### src/rtl/store_narrow_unit.sv
// Narrowing store unit: writes byte/halfword/word values into a word-wide memory
// without byte enables, using read-modify-write for sub-word stores (big-endian lanes).
module store_narrow_unit #(
  parameter int WL = 32,
  parameter int AW = 32
) (
  input  logic          CLK,
  input  logic          RST,
  input  logic          req_valid,
  output logic          req_ready,
  input  logic [AW-1:0] req_addr,
  input  logic [WL-1:0] req_data,
  input  logic [1:0]    req_size,
  output logic [AW-1:0] mem_addr,
  output logic          mem_re,
  input  logic [WL-1:0] mem_rdata,
  output logic          mem_we,
  output logic [WL-1:0] mem_wdata,
  output logic          done,
  output logic          err
);

  typedef enum logic [2:0] {
    IDLE = 3'd0,
    RD   = 3'd1,
    MRG  = 3'd2,
    WR   = 3'd3,
    ERR  = 3'd4
  } state_t;

  state_t      state_r;
  state_t      next_state_s;
  logic        accept_s;
  logic        bad_req_s;
  logic [1:0]  off_r;
  logic [1:0]  size_r;
  logic [15:0] data_r;
  logic [WL-1:0] merged_s;

  // Reserved size or a halfword/word not aligned to its own width.
  function automatic logic is_bad_req(input logic [1:0] size, input logic [1:0] off);
    logic bad;
    case (size)
      2'b00:   bad = 1'b0;
      2'b01:   bad = off[0];
      2'b10:   bad = (off != 2'b00);
      default: bad = 1'b1;
    endcase
    return bad;
  endfunction

  // Replace the addressed lane of the old word; lane 0 is the most significant byte.
  function automatic logic [WL-1:0] merge_lane(input logic [1:0] size,
                                               input logic [1:0] off,
                                               input logic [15:0] src,
                                               input logic [WL-1:0] old);
    logic [WL-1:0] m;
    m = old;
    case (size)
      2'b00: begin
        case (off)
          2'b00:   m[31:24] = src[7:0];
          2'b01:   m[23:16] = src[7:0];
          2'b10:   m[15:8]  = src[7:0];
          default: m[7:0]   = src[7:0];
        endcase
      end
      2'b01: begin
        if (off[1]) begin
          m[15:0] = src;
        end else begin
          m[31:16] = src;
        end
      end
      default: m = old;
    endcase
    return m;
  endfunction

  assign accept_s  = (state_r == IDLE) && req_valid;
  assign bad_req_s = is_bad_req(req_size, req_addr[1:0]);
  assign merged_s  = merge_lane(size_r, off_r, data_r, mem_rdata);

  // Next-state selection.
  always_comb begin
    next_state_s = state_r;
    case (state_r)
      IDLE: begin
        if (!req_valid) begin
          next_state_s = IDLE;
        end else if (bad_req_s) begin
          next_state_s = ERR;
        end else if (req_size == 2'b10) begin
          next_state_s = WR;
        end else begin
          next_state_s = RD;
        end
      end
      RD:      next_state_s = MRG;
      MRG:     next_state_s = WR;
      WR:      next_state_s = IDLE;
      ERR:     next_state_s = IDLE;
      default: next_state_s = IDLE;
    endcase
  end

  // State, request latches and strobes; strobes are registered from the next state
  // so each is high for exactly the cycle its state is occupied.
  always_ff @(posedge CLK) begin
    if (RST) begin
      state_r   <= IDLE;
      req_ready <= 1'b1;
      mem_re    <= 1'b0;
      mem_we    <= 1'b0;
      done      <= 1'b0;
      err       <= 1'b0;
      mem_addr  <= {AW{1'b0}};
      mem_wdata <= {WL{1'b0}};
      off_r     <= 2'b00;
      size_r    <= 2'b00;
      data_r    <= 16'h0000;
    end else begin
      state_r   <= next_state_s;
      req_ready <= (next_state_s == IDLE);
      mem_re    <= (next_state_s == RD);
      mem_we    <= (next_state_s == WR);
      done      <= (next_state_s == WR);
      err       <= (next_state_s == ERR);
      if (accept_s) begin
        mem_addr <= {req_addr[AW-1:2], 2'b00};
        off_r    <= req_addr[1:0];
        size_r   <= req_size;
        data_r   <= req_data[15:0];
      end else begin
        mem_addr <= mem_addr;
        off_r    <= off_r;
        size_r   <= size_r;
        data_r   <= data_r;
      end
      if (accept_s && (next_state_s == WR)) begin
        mem_wdata <= req_data;
      end else if (state_r == MRG) begin
        mem_wdata <= merged_s;
      end else begin
        mem_wdata <= mem_wdata;
      end
    end
  end

endmodule
### config.mk
export PLATFORM = sky130hd
export DESIGN_NAME = store_narrow_unit
export DESIGN_NICKNAME = d
export VERILOG_FILES = /design/src/rtl/store_narrow_unit.sv
export SDC_FILE = /design/constraint.sdc
export NUM_CORES = 1
export LEC_CHECK = 0
export BUFFER_PORTS_ARGS = -buffer_cell sky130_fd_sc_hd__buf_4
export CAP_MARGIN = 5
export CORE_MARGIN = 3
export CORE_UTILIZATION = 45
export CTS_BUF_LIST = sky130_fd_sc_hd__clkbuf_4 sky130_fd_sc_hd__clkbuf_8
export CTS_CLUSTER_SIZE = 12
export DETAILED_ROUTE_END_ITERATION = 7
export GPL_ROUTABILITY_DRIVEN = 0
export PLACE_DENSITY = 0.78
export SETUP_SLACK_MARGIN = 0.15
export SYNTH_ARGS = -nofsm -noshare
export SYNTH_HDL_FRONTEND = slang
export SYNTH_SLANG_ARGS = --single-unit
### constraint.sdc
create_clock -name CLK -period 1.85 [get_ports CLK]
set_clock_uncertainty 0.15 [all_clocks]
set_input_delay 0.185 -clock CLK [delete_from_list [all_inputs] [get_ports CLK]]
set_output_delay 0.185 -clock CLK [all_outputs]
set_load 0.005 [all_outputs]
* Yosys cells after proc, flatten, opt, wreduce, memory -nomap -nowiden
Cells that the tools add are included.
** Word-level totals
- Logic and storage cells :: 44
- Flip-flop bits (word level) :: 89
- Input bits :: 101
- Output and inout port bits :: 69
** Cells by class
- Eq/ne operators :: 10
- Reduce and logical (&&, ||, !) cells :: 10
- Muxes and demuxes :: 14
** Operators with widths (number)
- $mux W32 :: 2
- $pmux W32 S2 :: 1
- $mux W16 :: 2
- $mux W8 :: 4
- $pmux W3 S3 :: 1
- $eq A2 B1 Y1 const B :: 3
- $eq A3 B1 Y1 const B :: 2
- $eq A3 B2 Y1 const B :: 2
- $logic_not A2 Y1 :: 3
- $logic_not A3 Y1 :: 2
- $mux W3 :: 2
- $eq A2 B2 Y1 const B :: 2
- $reduce_bool A2 Y1 :: 2
- $eq A3 B3 Y1 const B :: 1
- $pmux W1 S3 :: 1
- $reduce_or A3 Y1 :: 1
- $logic_and A1 B1 Y1 :: 2
- $mux W2 :: 1

* Logic depth before layout (Yosys ltp)
- Depth in word-level cells :: 8
- Mapped depth :: 7
- Mapped depth without buffers :: 4

* Worst setup path before layout
Ideal clock, no wire load.
- Path kind :: flip-flop to flip-flop
- From :: register state_r[0]
- To :: register mem_wdata[10]
- Library setup time :: 86 ps
- Data arrival time :: 1505 ps
- Data required time :: 1614 ps
- Cell stages (with the launch flop) :: 8
- Period minus slack after synthesis :: 1741 ps
- Slack :: 109 ps
- Path buffers :: 3
- Cells stage by stage :: dfxtp_1 > buf_2 > nor4b_4 > and2_1 > buf_4 > buf_4 > a21oi_1 > a211oi_1
** On the way
- Longest elaborated chain between the ends :: 5
- Elaborated cells between the ends (all ways) :: 9
- Classes of those cells :: 3 x eq/ne; 2 x mux; 4 x reduce/logical
** RTL lines
- from (decl) :: line 31 : state_t state_r;
- from (signal assigned) :: line 123 : state_r <= next_state_s;
- $eq A3 B2 Y1, or another cell as far along :: line 87, 142
- $pmux W3 S3 :: line 87 : case (state_r)
- $eq A3 B2 Y1 :: line 140 : if (accept_s && (next_state_s == WR)) begin
- $logic_and A1 B1 Y1 :: line 140
- $mux W32 / $reduce_bool A2 Y1 (equally long branches)
- to (signal assigned) :: line 141 : mem_wdata <= req_data;
- to (signal assigned) :: line 143 : mem_wdata <= merged_s;
- to (signal assigned) :: line 145 : mem_wdata <= mem_wdata;
- to (decl) :: line 18 : output logic [WL-1:0] mem_wdata,
Parallel ways exist; a longest one is shown, timed or not.
A chain may end at the register's enable or synchronous reset.

* Worst setup path in the final report
- From :: register state_r[2]
- To :: register mem_wdata[30]
The elaborated chain is that of the path after synthesis.

==> results.sh <==
export IMPL_async_flop_share_pct=0
export IMPL_min_period_ns=1.76
export IMPL_routed_wl_mm=17.1
export IMPL_report_final_hold_viol_count=1
export IMPL_min_from="req_data[31]"
export IMPL_grt_pass1_vias=5005
export IMPL_syn_inst=543
export IMPL_drv_cap=0
export IMPL_final_antenna_net_count=0
export IMPL_final_period_utilization_pct=95.0
export IMPL_yosys_register_bits=89
export IMPL_track_usage_pct=30.3
export IMPL_via_per_inst=5.88
export IMPL_yosysWarnings=0
export IMPL_synth_top_area_cell="dfxtp_1"
export IMPL_cts_sinks=89
export IMPL_die_y_um=102
export IMPL_fmax_mhz=569
export IMPL_cts_tree="done"
export IMPL_crit_arrival_ns=1.87
export IMPL_required_ns=1.97
export IMPL_remaining_drc_errors=0
export IMPL_clk_pin_slew_ns=0.09
export IMPL_critPathMaxFanout=6
export IMPL_fin_hold_ws_ns=-0.0121
export IMPL_hold_depth=3
export IMPL_r2r_end="mem_wdata[30]$_SDFFE_PP0P_"
export IMPL_slew_violations=0
export IMPL_die_area_um2=10500
export IMPL_criticalPathCategory="flip-flop to flip-flop"
export IMPL_start_util_pct=47.1
export IMPL_cts_htree_levels=3
export IMPL_root_buffer="clkbuf_8"
export IMPL_worst_hold_path_type="primary input to flip-flop"
export IMPL_cp_common_cell="buf_4"
export IMPL_crit_path_start_kind="flip-flop"
export IMPL_nNetsFinal=880
export IMPL_grt_max_degree=67
export IMPL_insertion_delay_ns=0.36
export IMPL_yosysSeqAreaShare_pct=42.7
export IMPL_hpwl_mm=9.63
export IMPL_synth_edf_count=0
export IMPL_cp_end_kind="flip-flop"
export IMPL_ys_types=40
export IMPL_path_cells="buf_4 -> nor3b_4 -> buf_6 -> buf_4 -> o21a_1 -> o211ai_1 -> a211oi_1"
export IMPL_first_pass_iters=5
export IMPL_ff2ff_setup_slack_ns=0.09
export IMPL_pre_cts_slack_ns=-0.0684
export IMPL_yosys_top_cells_area="dfxtp_1 43%, nand2_1 12%, a21oi_1 8.3%"
export IMPL_fillCellCount=558
export IMPL_grt_pass1_wl_mm=24.8
export IMPL_antenna_cells=0
export IMPL_overflow=0
export IMPL_layout_setup_ws_ns=0.0927
export IMPL_slowest_delay_ns=0.37
export IMPL_cts_buffer_depth=2
export IMPL_antenna_found_initial=0
export IMPL_final_util_pct=77.6
export IMPL_drive_gt1_share_pct=34.2
export IMPL_vdd_drop_max_v=0.000447
export IMPL_reg2regPathDepth=7
export IMPL_fin_tns_setup_ns=0
export IMPL_netlist_area_um2=4170
export IMPL_cts_buffers=9
export IMPL_power_density_nw_per_um2=752
export IMPL_wire_per_inst_um=19.1
export IMPL_area_delta_synth_final_pct=64.6
export IMPL_outcome="complete, but fails checks"
export IMPL_leakagePower_uw=0.00289
export IMPL_synth_top_area_share_pct=42.7
export IMPL_rsz0062_at_grt="yes"
export IMPL_die_x_um=102
export IMPL_crit_path_top_delay_cell="dfxtp_4"
export IMPL_ys_flop_type="dfxtp_1"
export IMPL_syn_avg_cell_area_um2=7.68
export IMPL_min_to="mem_wdata[31]$_SDFFE_PP0P_"
export IMPL_finalSetupViolCount=0
export IMPL_core_um2=8850
export IMPL_violations="negative hold slack"
export IMPL_r2r_start="state_r[2]$_SDFF_PP0_"
export IMPL_rows=34
export IMPL_port_buffers=167
export IMPL_drtIter0Drc=519
export IMPL_dr_total_vias=5242
export IMPL_ioPinCount=170
[cells in the mapped netlist (5+ instances only)]
| master | number |
|---|---|
| o21ai_0 | 30 |
| a21oi_1 | 69 |
| nor3_1 | 6 |
| a31oi_1 | 17 |
| a211oi_1 | 15 |
| a32o_1 | 8 |
| nor2b_1 | 5 |
| a22oi_1 | 6 |
| nand2_1 | 130 |
| o22ai_1 | 9 |
| nor2_1 | 14 |
| nand3_1 | 23 |
| a21o_1 | 17 |
| or3b_2 | 6 |
| clkbuf_1 | 39 |
| dfxtp_1 | 89 |
| buf_4 | 5 |
| buf_2 | 8 |
[state kept, by name (all words and copies together), names as in the netlist]
signal and cells:
err 1, size_r 2, mem_addr 30, mem_wdata 32, state_r 3, data_r 16
done 1, off_r 2, mem_re 1, req_ready 1
[per-layer routing]
metal / vias to the layer above / routed length, um / track usage, %
met2: 347 / 8110 / 50.2
met4: 0 / 835 / 14.4
met1: 2431 / 6090 / 35.1
met3: 75 / 2020 / 10.1
li1: 2389 / - / -
met5: - / 0 / 0
[power by group]
part,total [uW],internal (uW),leakage (uW),switching (uW)
clock network,1540,812,0.000117,729
registers,2190,2070,0.000731,126
logic,1430,728,0.00204,699
total,5160,3610,0.00289,1550
[worst max-delay path: cells and delay by family, from the launching register on]
kind / cells / cell delay (ns)
buffers and inverters: 3 / 0.43
AOI/OAI and AO/OA: 3 / 0.50
DFF: 1 / 0.37
and+or+nand+nor: 1 / 0.23
[through the flow]
| stage | power, uW | instances | cell area [um^2] | hold WS, ns |
|---|---|---|---|---|
| floorplan | 2790 | 544 | 4180 | 0.171 |
| global placement | 3320 | 795 | 5590 | 0.281 |
| detailed placement | 3350 | 795 | 5590 | 0.291 |
| CTS | 5010 | 881 | 6570 | 0.0000501 |
| global route | 5360 | 892 | 6860 | 0.00799 |
| finish | 5160 | 892 | 6860 | -0.0121 |
[area by class of cell]
cell class                      instances  area, um^2  area share [%]
Inverter                                3        11.3           0.164
Tap cell                              108         135            1.97
Sequential cell                        89        1790            26.1
Multi-Input combinational cell        400        2290            33.3
Timing Repair Buffer                  276        2410            35.1
Clock buffer                           11         145            2.11
Clock inverter                          5        78.8            1.15
[layout by cell type, fill, tap and decap left out, types with 3 or more instances in the layout]
cell type      synthesis  layout
or2_2                  3       3
mux2i_1                3       3
and2_1                 4       3
nor2b_1                5       4
or3b_2                 6       5
dfxtp_2                0       4
nor4_1                 4       4
a21oi_1               69      64
nand2_1              130     123
a32oi_1                3       3
o211ai_1               4       4
nand2_4                0       4
o21ai_0               30      30
nand3_1               23      23
a22oi_2                0       4
inv_1                  3       3
a211oi_1              15      14
a21oi_2                1       6
dfxtp_1               89      83
clkbuf_16              0       4
a32o_1                 8       8
nor2_1                14      13
nor3_1                 6       6
buf_6                  0       5
o22ai_1                9       9
a211o_1                4       4
a31oi_1               17      16
buf_12                 0       5
clkbuf_8               0      10
nand2_2                0       3
and3b_1                4       4
dlygate4sd3_1          0      65
buf_4                  5     194
a21o_1                17      17
[how the worst max path moves through the flow]
stage | startpoint | to | slack [ns] | cells past startpoint
finish | state_r[2]$_SDFF_PP0_ | mem_wdata[30]$_SDFFE_PP0P_ | 0.09 | 7
global route | state_r[1]$_SDFF_PP0_ | mem_wdata[13]$_SDFFE_PP0P_ | 0.05 | 6
CTS | state_r[0]$_SDFF_PP0_ | mem_wdata[12]$_SDFFE_PP0P_ | 0.16 | 6
detailed placement | off_r[0]$_SDFFE_PP0P_ | mem_wdata[3]$_SDFFE_PP0P_ | -0.07 | 4
global placement | off_r[0]$_SDFFE_PP0P_ | mem_wdata[0]$_SDFFE_PP0P_ | 0.03 | 4
floorplan | state_r[0]$_SDFF_PP0_ | mem_wdata[31]$_SDFFE_PP0P_ | 0.15 | 7
[cells by family (layout without fill, tap and decap cells)]
family                 after synthesis  in the layout  share of synthesized area (%)
multiplexers                         3              3                          0.720
AO/OA/AOI/OAI                      188            188                           28.0
flip-flops                          89             89                           42.7
other                                1              2                         0.0899
AND/OR/NAND/NOR                    207            207                           22.8
buffers and inverters               55            295                           5.64
[repair_timing]
item,in CTS,in global routing
resized for setup,18,36
setup endpoints to repair,33,72
pin swaps,1,24
buffers inserted,3,5
cloned,3,6
hold buffers,64,1
endpoints found under the hold margin,79,1
No activity file was read; power rests on OpenSTA's default activity.
